==> src/rtl/audio_pkg.sv <==
// Shared constants, FSM state type and gain ramp helper for the audio volume stage.
package audio_pkg;

   localparam int SAMPLE_W   = 24;
   localparam int GAIN_W     = 8;
   localparam int GAIN_SHIFT = 7;
   localparam int RAMP_STEP  = 1;
   localparam int UNITY_GAIN = 128;
   localparam int PROD_W     = SAMPLE_W + GAIN_W + 1;

   localparam logic signed [SAMPLE_W-1:0] SAMPLE_MAX = {1'b0, {(SAMPLE_W-1){1'b1}}};
   localparam logic signed [SAMPLE_W-1:0] SAMPLE_MIN = {1'b1, {(SAMPLE_W-1){1'b0}}};

   typedef enum logic [1:0] {
      IDLE  = 2'd0,
      MUL   = 2'd1,
      SAT   = 2'd2,
      WRITE = 2'd3
   } state_t;

   // Moves cur toward target by at most RAMP_STEP; lands exactly on target, never wraps.
   function automatic logic [GAIN_W-1:0] ramp_gain(input logic [GAIN_W-1:0] cur,
                                                   input logic [GAIN_W-1:0] target);
      logic [GAIN_W-1:0] step;
      logic [GAIN_W-1:0] diff;
      step = GAIN_W'(RAMP_STEP);
      if (target > cur) begin
         diff      = target - cur;
         ramp_gain = (diff < step) ? target : cur + step;
      end else begin
         diff      = cur - target;
         ramp_gain = (diff < step) ? target : cur - step;
      end
   endfunction

endpackage

==> src/rtl/audio_sat_scale.sv <==
// One audio channel: sample latch, registered signed multiply by an unsigned
// gain, then arithmetic shift and saturation to the sample width.
module audio_sat_scale
   import audio_pkg::*;
(
   input  logic                clk,
   input  logic                rst_n,
   input  logic                ld_en,
   input  logic                mul_en,
   input  logic                sat_en,
   input  logic [SAMPLE_W-1:0] sample_in,
   input  logic [GAIN_W-1:0]   gain,
   output logic [SAMPLE_W-1:0] sample_out
);

   localparam logic signed [PROD_W-1:0] LIM_HI = {{(PROD_W-SAMPLE_W){1'b0}}, SAMPLE_MAX};
   localparam logic signed [PROD_W-1:0] LIM_LO = {{(PROD_W-SAMPLE_W){1'b1}}, SAMPLE_MIN};

   logic signed [SAMPLE_W-1:0] sample_q;
   logic signed [PROD_W-1:0]   sample_ext;
   logic signed [PROD_W-1:0]   gain_ext;
   logic signed [PROD_W-1:0]   product_q;
   logic signed [PROD_W-1:0]   shifted;
   logic        [SAMPLE_W-1:0] sat_val;

   // Gain is unsigned, so it is zero-extended; the sample keeps its sign.
   assign sample_ext = {{(PROD_W-SAMPLE_W){sample_q[SAMPLE_W-1]}}, sample_q};
   assign gain_ext   = {{(PROD_W-GAIN_W){1'b0}}, gain};
   assign shifted    = product_q >>> GAIN_SHIFT;

   // Clamp the shifted product into the signed sample range.
   always_comb begin
      sat_val = shifted[SAMPLE_W-1:0];
      if (shifted > LIM_HI) begin
         sat_val = SAMPLE_MAX;
      end else if (shifted < LIM_LO) begin
         sat_val = SAMPLE_MIN;
      end
   end

   // Pipeline registers, each advanced only by its FSM enable.
   always_ff @(posedge clk or negedge rst_n) begin
      if (!rst_n) begin
         sample_q   <= '0;
         product_q  <= '0;
         sample_out <= '0;
      end else begin
         if (ld_en) begin
            sample_q <= sample_in;
         end
         if (mul_en) begin
            product_q <= sample_ext * gain_ext;
         end
         if (sat_en) begin
            sample_out <= sat_val;
         end
      end
   end

endmodule

==> src/rtl/audio_volume_stage.sv <==
// Audio volume stage: pops a stereo frame from the CODEC ADC FIFO, scales it by
// a smoothed gain that ramps toward the dial setting, pushes it to the DAC FIFO.
// Optional soft mute (adds a mute input) is built when AUDIO_VOLUME_SOFT_MUTE_EN is defined.
//
// state | meaning
// IDLE  | waiting for a frame and DAC space; pops and latches the frame
// MUL   | multiply both samples by cur_gain
// SAT   | shift and saturate into writedata_*
// WRITE | push when the DAC FIFO has space; step cur_gain on the push
module audio_volume_stage
   import audio_pkg::*;
(
   input  logic                CLOCK_50,
   input  logic                reset_n,
`ifdef AUDIO_VOLUME_SOFT_MUTE_EN
   input  logic                mute,
`endif
   input  logic [GAIN_W-1:0]   dial,
   input  logic                read_ready,
   input  logic                write_ready,
   input  logic [SAMPLE_W-1:0] readdata_left,
   input  logic [SAMPLE_W-1:0] readdata_right,
   output logic                read,
   output logic                write,
   output logic [SAMPLE_W-1:0] writedata_left,
   output logic [SAMPLE_W-1:0] writedata_right,
   output logic [GAIN_W-1:0]   cur_gain
);

   state_t            state;
   state_t            state_nxt;
   logic [GAIN_W-1:0] dial_q;
   logic [GAIN_W-1:0] target;
   logic              ld_en;
   logic              mul_en;
   logic              sat_en;

`ifdef AUDIO_VOLUME_SOFT_MUTE_EN
   assign target = mute ? '0 : dial_q;
`else
   assign target = dial_q;
`endif

   // State register.
   always_ff @(posedge CLOCK_50 or negedge reset_n) begin
      if (!reset_n) begin
         state <= IDLE;
      end else begin
         state <= state_nxt;
      end
   end

   // Next state and handshake strobes; read is held off while reset is asserted.
   always_comb begin
      state_nxt = state;
      read      = 1'b0;
      write     = 1'b0;
      ld_en     = 1'b0;
      mul_en    = 1'b0;
      sat_en    = 1'b0;
      unique case (state)
         IDLE: begin
            if (reset_n && read_ready && write_ready) begin
               read      = 1'b1;
               ld_en     = 1'b1;
               state_nxt = MUL;
            end
         end
         MUL: begin
            mul_en    = 1'b1;
            state_nxt = SAT;
         end
         SAT: begin
            sat_en    = 1'b1;
            state_nxt = WRITE;
         end
         WRITE: begin
            if (write_ready) begin
               write     = 1'b1;
               state_nxt = IDLE;
            end
         end
         default: state_nxt = IDLE;
      endcase
   end

   // Dial is resampled every cycle; the gain only moves once per pushed frame.
   always_ff @(posedge CLOCK_50 or negedge reset_n) begin
      if (!reset_n) begin
         dial_q   <= '0;
         cur_gain <= '0;
      end else begin
         dial_q <= dial;
         if (write) begin
            cur_gain <= ramp_gain(cur_gain, target);
         end
      end
   end

   audio_sat_scale u_scale_left (
      .clk        (CLOCK_50),
      .rst_n      (reset_n),
      .ld_en      (ld_en),
      .mul_en     (mul_en),
      .sat_en     (sat_en),
      .sample_in  (readdata_left),
      .gain       (cur_gain),
      .sample_out (writedata_left)
   );

   audio_sat_scale u_scale_right (
      .clk        (CLOCK_50),
      .rst_n      (reset_n),
      .ld_en      (ld_en),
      .mul_en     (mul_en),
      .sat_en     (sat_en),
      .sample_in  (readdata_right),
      .gain       (cur_gain),
      .sample_out (writedata_right)
   );

endmodule

==> config.mk <==
export PLATFORM = sky130hd
export DESIGN_NAME = audio_volume_stage
export DESIGN_NICKNAME = d
export VERILOG_FILES = /design/src/rtl/audio_pkg.sv /design/src/rtl/audio_sat_scale.sv /design/src/rtl/audio_volume_stage.sv
export SDC_FILE = /design/constraint.sdc
export NUM_CORES = 1
export LEC_CHECK = 0
export CAP_MARGIN = 10
export CORE_UTILIZATION = 25
export CTS_BUF_LIST = sky130_fd_sc_hd__clkbuf_4
export DETAILED_ROUTE_END_ITERATION = 16
export PLACE_DENSITY = 0.49
export SYNTH_ARGS = -nofsm -noshare
export SYNTH_HDL_FRONTEND = slang
export SYNTH_SLANG_ARGS = --single-unit
==> constraint.sdc <==
create_clock -name CLOCK_50 -period 5.35 [get_ports CLOCK_50]
set_input_delay 0.8025 -clock CLOCK_50 [delete_from_list [all_inputs] [get_ports CLOCK_50]]
set_output_delay 0.8025 -clock CLOCK_50 [all_outputs]
set_load 0.01 [all_outputs]
Yosys cells after proc, flatten, opt, wreduce, memory -nomap -nowiden. Cells that the tools add are included.

Bits in registers: 180. Bits of input ports: 60. Output and inout bits: 58. Word-level logic and storage cells: 47.

Add/subtract/negate cells: 4. Multipliers: 2. $lt $le $gt $ge: 7. Eq/ne operators: 5. Mux-type cells: 16. Reductions and logical operators: 4.

Operator list (count): two-way mux 24 bit (4); multiplier 24 x 9 -> 33 bit (2); > comparator 26 x 24 -> 1 bit, second input constant (2); < comparator 26 x 24 -> 1 bit, second input constant (2); two-way mux 8 bit (3); < comparator 8 x 1 -> 1 bit, second input constant (2); subtractor 8 bit (2); adder 8 x 1 -> 8 bit, second input constant (1); > comparator 8 bit (1); one-hot mux 2 bit (4 select lines) (1); subtractor 8 x 1 -> 8 bit, second input constant (1); two-way mux 1 bit (6); equality test 2 bit, second input constant (2); two-way mux 2 bit (2); != test 2 bit, second input constant (2); equality test 2 x 1 -> 1 bit, second input constant (1); logical AND 1 bit (2); logical NOT 2 bit (1); AND reduction 2 bit (1).

Longest topological paths before layout.
Depth after elaboration: 4. Depth in mapped cells: 21. Depth with buffers taken out: 19.

By module. Synthesis repeated with hierarchy kept, for this count alone.

Cell total of the unflattened synthesis: 2286. Area, all modules: 21101.5 sq um.

Modules (own cells, without submodules): audio_sat_scale (u_scale_right) (times used 1, cells an instance 1049, area each 9693.0 sq um, seq. area each 1851.8 sq um); audio_sat_scale (u_scale_left) (times used 1, cells an instance 1018, area each 9477.8 sq um, seq. area each 1851.8 sq um); audio_volume_stage (times used 1, cells an instance 219, area each 1930.6 sq um, seq. area each 450.4 sq um).

Worst setup path before layout. OpenSTA, ideal clock, no wires.

Path type: register to register. Start: reg cur_gain[5]. End: reg u_scale_right.product_q[29]. Library setup time: 0.125 ns. Arrival time: 5.387 ns. Required time: 5.225 ns. Setup slack: -0.162 ns. Cell stages (with the launch flop): 21. Path buffers: 3. Period minus slack after synthesis: 5.512 ns. Path through: dfrtp_1 clkbuf_1 clkbuf_1 clkbuf_1 nand2_1 fa_1 inv_1 fa_1 fa_1 inv_1 fa_1 inv_1 ha_1 a21o_1 and2_1 o311ai_1 a221oi_1 o221ai_1 o2111ai_2 xor2_1 mux2_2.

Longest elaborated chain between the ends: 1.

RTL lines: start: declaration (RTL line audio_volume_stage.sv:27) `output logic [GAIN_W-1:0] cur_gain`; start signal: assignment (RTL line audio_volume_stage.sv:95) `cur_gain <= ramp_gain(cur_gain, target);`; multiplier 24 x 9 -> 33 bit (RTL line audio_sat_scale.sv:52) `product_q <= sample_ext * gain_ext;`; end signal: assignment (RTL line audio_sat_scale.sv:52); end: declaration (RTL line audio_sat_scale.sv:22) `logic signed [PROD_W-1:0] product_q;`.

No other way between the ends. A chain may end at the register's enable or synchronous reset.

Worst setup path in the final report.
Start: reg cur_gain[5]. End: reg u_scale_left.product_q[30].

Longest elaborated chain between the ends: 1.

RTL lines (RTL line): multiplier 24 x 9 -> 33 bit (audio_sat_scale.sv:52); end signal: assignment (audio_sat_scale.sv:52); end: declaration (audio_sat_scale.sv:22).

No other way between the ends.

==> flow_metrics.env <==
export IMPL_dp_hpwl_um=42510
export IMPL_ys_seq_elements=166
export IMPL_crit_fanout=19
export IMPL_synth_top_area_cell="fa_1"
export IMPL_grtUsageTotal_pct=13.96
export IMPL_areaGrowthSynthToFinish_pct=14.34
export IMPL_wl_per_cell_um=15.52
export IMPL_grt_overflow=0
export IMPL_synth_most_common_cell="inv_1"
export IMPL_ys_flop_type="dfrtp_1"
export IMPL_crit_path_end_kind="register"
export IMPL_startpoint_type="register"
export IMPL_dpl_worst_slack_ns=0.07487
export IMPL_clock_skew_ns=0.04677
export IMPL_synth_warnings=0
export IMPL_critPathKind="register to register"
export IMPL_nFillCells=8780
export IMPL_cp_required_ns=6.04
export IMPL_final_net_count=2915
export IMPL_synthesis_area_um2=20580
export IMPL_synth_compound_area_share_pct=8.154
export IMPL_final_core_util_pct=29.07
export IMPL_drt_wl_total_um=54130
export IMPL_ctsHtreeMaxLevel=4
export IMPL_die_w_um=288.9
export IMPL_maxCapViolations=0
export IMPL_crit_arrival_ns=5.84
export IMPL_synthCells=2322
export IMPL_synth_edff_count=0
export IMPL_coreArea_um2=80940
export IMPL_routed_via_density=4.311
export IMPL_drc_errors=0
export IMPL_slew_headroom_pct=41.21
export IMPL_port_buffers=117
export IMPL_grt_antenna_before_repair=2
export IMPL_ys_types=79
export IMPL_synth_top_family_by_area="adder cells"
export IMPL_root_buffer="clkbuf_4"
export IMPL_grt_pass1_vias=16221
export IMPL_ios=118
export IMPL_num_rows=104
export IMPL_die_area_um2=83460
export IMPL_synth_nets=2827
export IMPL_seqCellArea_um2=4173
export IMPL_cts_made_buffers=17
export IMPL_synth_area_leaders="fa_1 (29%), dfrtp_1 (20%), inv_1 (9.0%), ha_1 (8.9%), nand2_1 (7.3%)"
export IMPL_firstDrtPassIters=6
export IMPL_drv_slew=0
export IMPL_grt_max_degree=63
export IMPL_rsz0062_at_grt="yes"
export IMPL_multiInputGateArea_um2=14210
export IMPL_grt_pass1_wl_um=90270
export IMPL_outcome="finished clean"
export IMPL_gp_congestion=0.8099
export IMPL_worst_slew_pin_slew_ns=0.8797
export IMPL_initial_utilization_pct=25.42
export IMPL_fin_crit_ns=5.143
export IMPL_synthTopCellsByCount="inv_1 (494), nand2_1 (398), fa_1 (299)"
export IMPL_post_route_cells_drive_above_1_share_pct=7.553
export IMPL_die_h_um=288.9
export IMPL_drt_iter0_markers=733
export IMPL_setup_slack_ns=0.2066
export IMPL_final_hold_violation_count=0
export IMPL_clk_latency_ns=0.79
export IMPL_fmax_ghz=0.1944
export IMPL_fin_setup_tns_ns=0
export IMPL_fin_crit_sh_pct=96.14
export IMPL_ys_async_sr_fraction_pct=100.0
export IMPL_syn_area_per_cell_um2=8.862
export IMPL_synth_fa_ha_area_share_pct=37.97
export IMPL_clockBufferDepth=2
export IMPL_clk_pin_slew_ns=0.18
export IMPL_setup_viol_count_final=0
export IMPL_synth_simple_gate_area_share_pct=17.91
export IMPL_synthMuxAreaShare_pct=2.359
export IMPL_synth_top_area_share_pct=29.09
export IMPL_drtAntennaViolNets=0
export IMPL_clock_sinks=166
export IMPL_synth_xor_area_share_pct=2.384
export IMPL_vias=15038
export IMPL_holdWs_ns=0.4544
export IMPL_hp_class="input port to register"
export IMPL_synth_sequential_area_ratio_pct=20.19
export IMPL_cts_tree="built"
## per-layer routing
layer  part of all wire [%]  track usage [%]  vias to the layer above
met1                     47            18.29                     7564
met5                      0                0                        -
li1                       -                -                     7273
met4                    1.1            3.566                        0
met3                    2.5            1.630                       30
met2                     50            24.31                      171
## repair_timing
action / in CTS / in global routing
hold buffers: 1 / 0
setup buffers: 0 / 9
hold endpoints to repair: 49 / 0
endpoints found under the setup margin: 0 / 28
gates resized for setup: 0 / 20
## cells in the final DEF, fill, tap and decap left out, types with 12 or more instances in the layout
master / count
a21o_1: 22
a21oi_1: 48
and2_1: 184
buf_4: 56
clkbuf_4: 19
clkdlybuf4s50_1: 116
dfrtp_1: 155
fa_1: 298
ha_1: 144
inv_1: 493
mux2_2: 34
nand2_1: 398
nand3_1: 20
nand4_1: 16
nor2_1: 75
nor3_1: 14
o21a_1: 16
o21ai_0: 23
o22ai_1: 48
xnor2_1: 44
xor2_1: 12
## cell type report
class                           instances  area share, %
Multi-Input combinational cell       1552          60.39
Sequential cell                       166          17.74
Inverter                              494          7.881
Timing Repair Buffer                  179          7.174
Tap cell                             1060          5.637
Clock buffer                           19         0.6063
Clock inverter                         13         0.5265
Antenna cell                            5        0.05318
## per-stage QoR
step           instances  cell area (µm²)
2_1_floorplan       2322            20580
3_3_place_gp        3441            23100
3_5_place_dp        3441            23100
4_1_cts             3474            23380
5_1_grt             3486            23520
6_report            3488            23530
## registers in the layout, indices dropped and copies added, names as in the netlist
register / flops
u_scale_left.sample_q: 24
u_scale_right.sample_q: 24
u_scale_left.product_q: 26
u_scale_left.sample_out: 24
state: 2
u_scale_right.product_q: 26
u_scale_right.sample_out: 24
dial_q: 8
cur_gain: 8
## cell families (layout without fill, tap and decap cells)
| logic type | count (synthesis) | in the layout |
|---|---|---|
| AND/OR/NAND/NOR | 771 | 771 |
| buffers and inverters | 604 | 705 |
| adder cells (fa/ha/maj) | 445 | 445 |
| AO/OA/AOI/OAI | 237 | 237 |
| flip-flops | 166 | 166 |
| XOR/XNOR | 56 | 56 |
| multiplexers | 43 | 43 |
| other | 0 | 5 |
## worst max-delay path: stages (launching register included)
cell,delay [ns]
dfrtp_4,0.54
buf_4,0.16
buf_6,0.18
nand2_1,0.09
fa_1,0.49
inv_1,0.05
fa_1,0.51
fa_1,0.49
inv_1,0.05
fa_1,0.47
inv_1,0.04
ha_1,0.33
o21a_1,0.15
o211ai_1,0.15
a211oi_2,0.35
o2111ai_4,0.21
a31oi_2,0.32
a21oi_2,0.12
xnor2_1,0.14
mux2_2,0.26
## final timing paths
kind                                                   startpoint                                      end  slack [ns]  cells after the start
setup / recovery                          cur_gain[5]$_DFFE_PN0P_   u_scale_left.product_q[30]$_DFFE_PN0N_        0.21                     19
setup reg to reg                          cur_gain[5]$_DFFE_PN0P_   u_scale_left.product_q[30]$_DFFE_PN0N_        0.21                     19
hold / removal                                            dial[2]                      dial_q[2]$_DFF_PN0_        0.45                      1
min in group asynchronous                                 reset_n     u_scale_left.sample_q[6]$_DFFE_PN0P_        0.59                      2
max in group asynchronous                                 reset_n  u_scale_right.product_q[28]$_DFFE_PN0N_        3.51                      3
hold reg to reg            u_scale_left.product_q[19]$_DFFE_PN0N_   u_scale_left.product_q[19]$_DFFE_PN0N_        0.50                      2
Power is not shown: default switching activity piles up to over one toggle a cycle in this logic, so the estimate is an artifact.
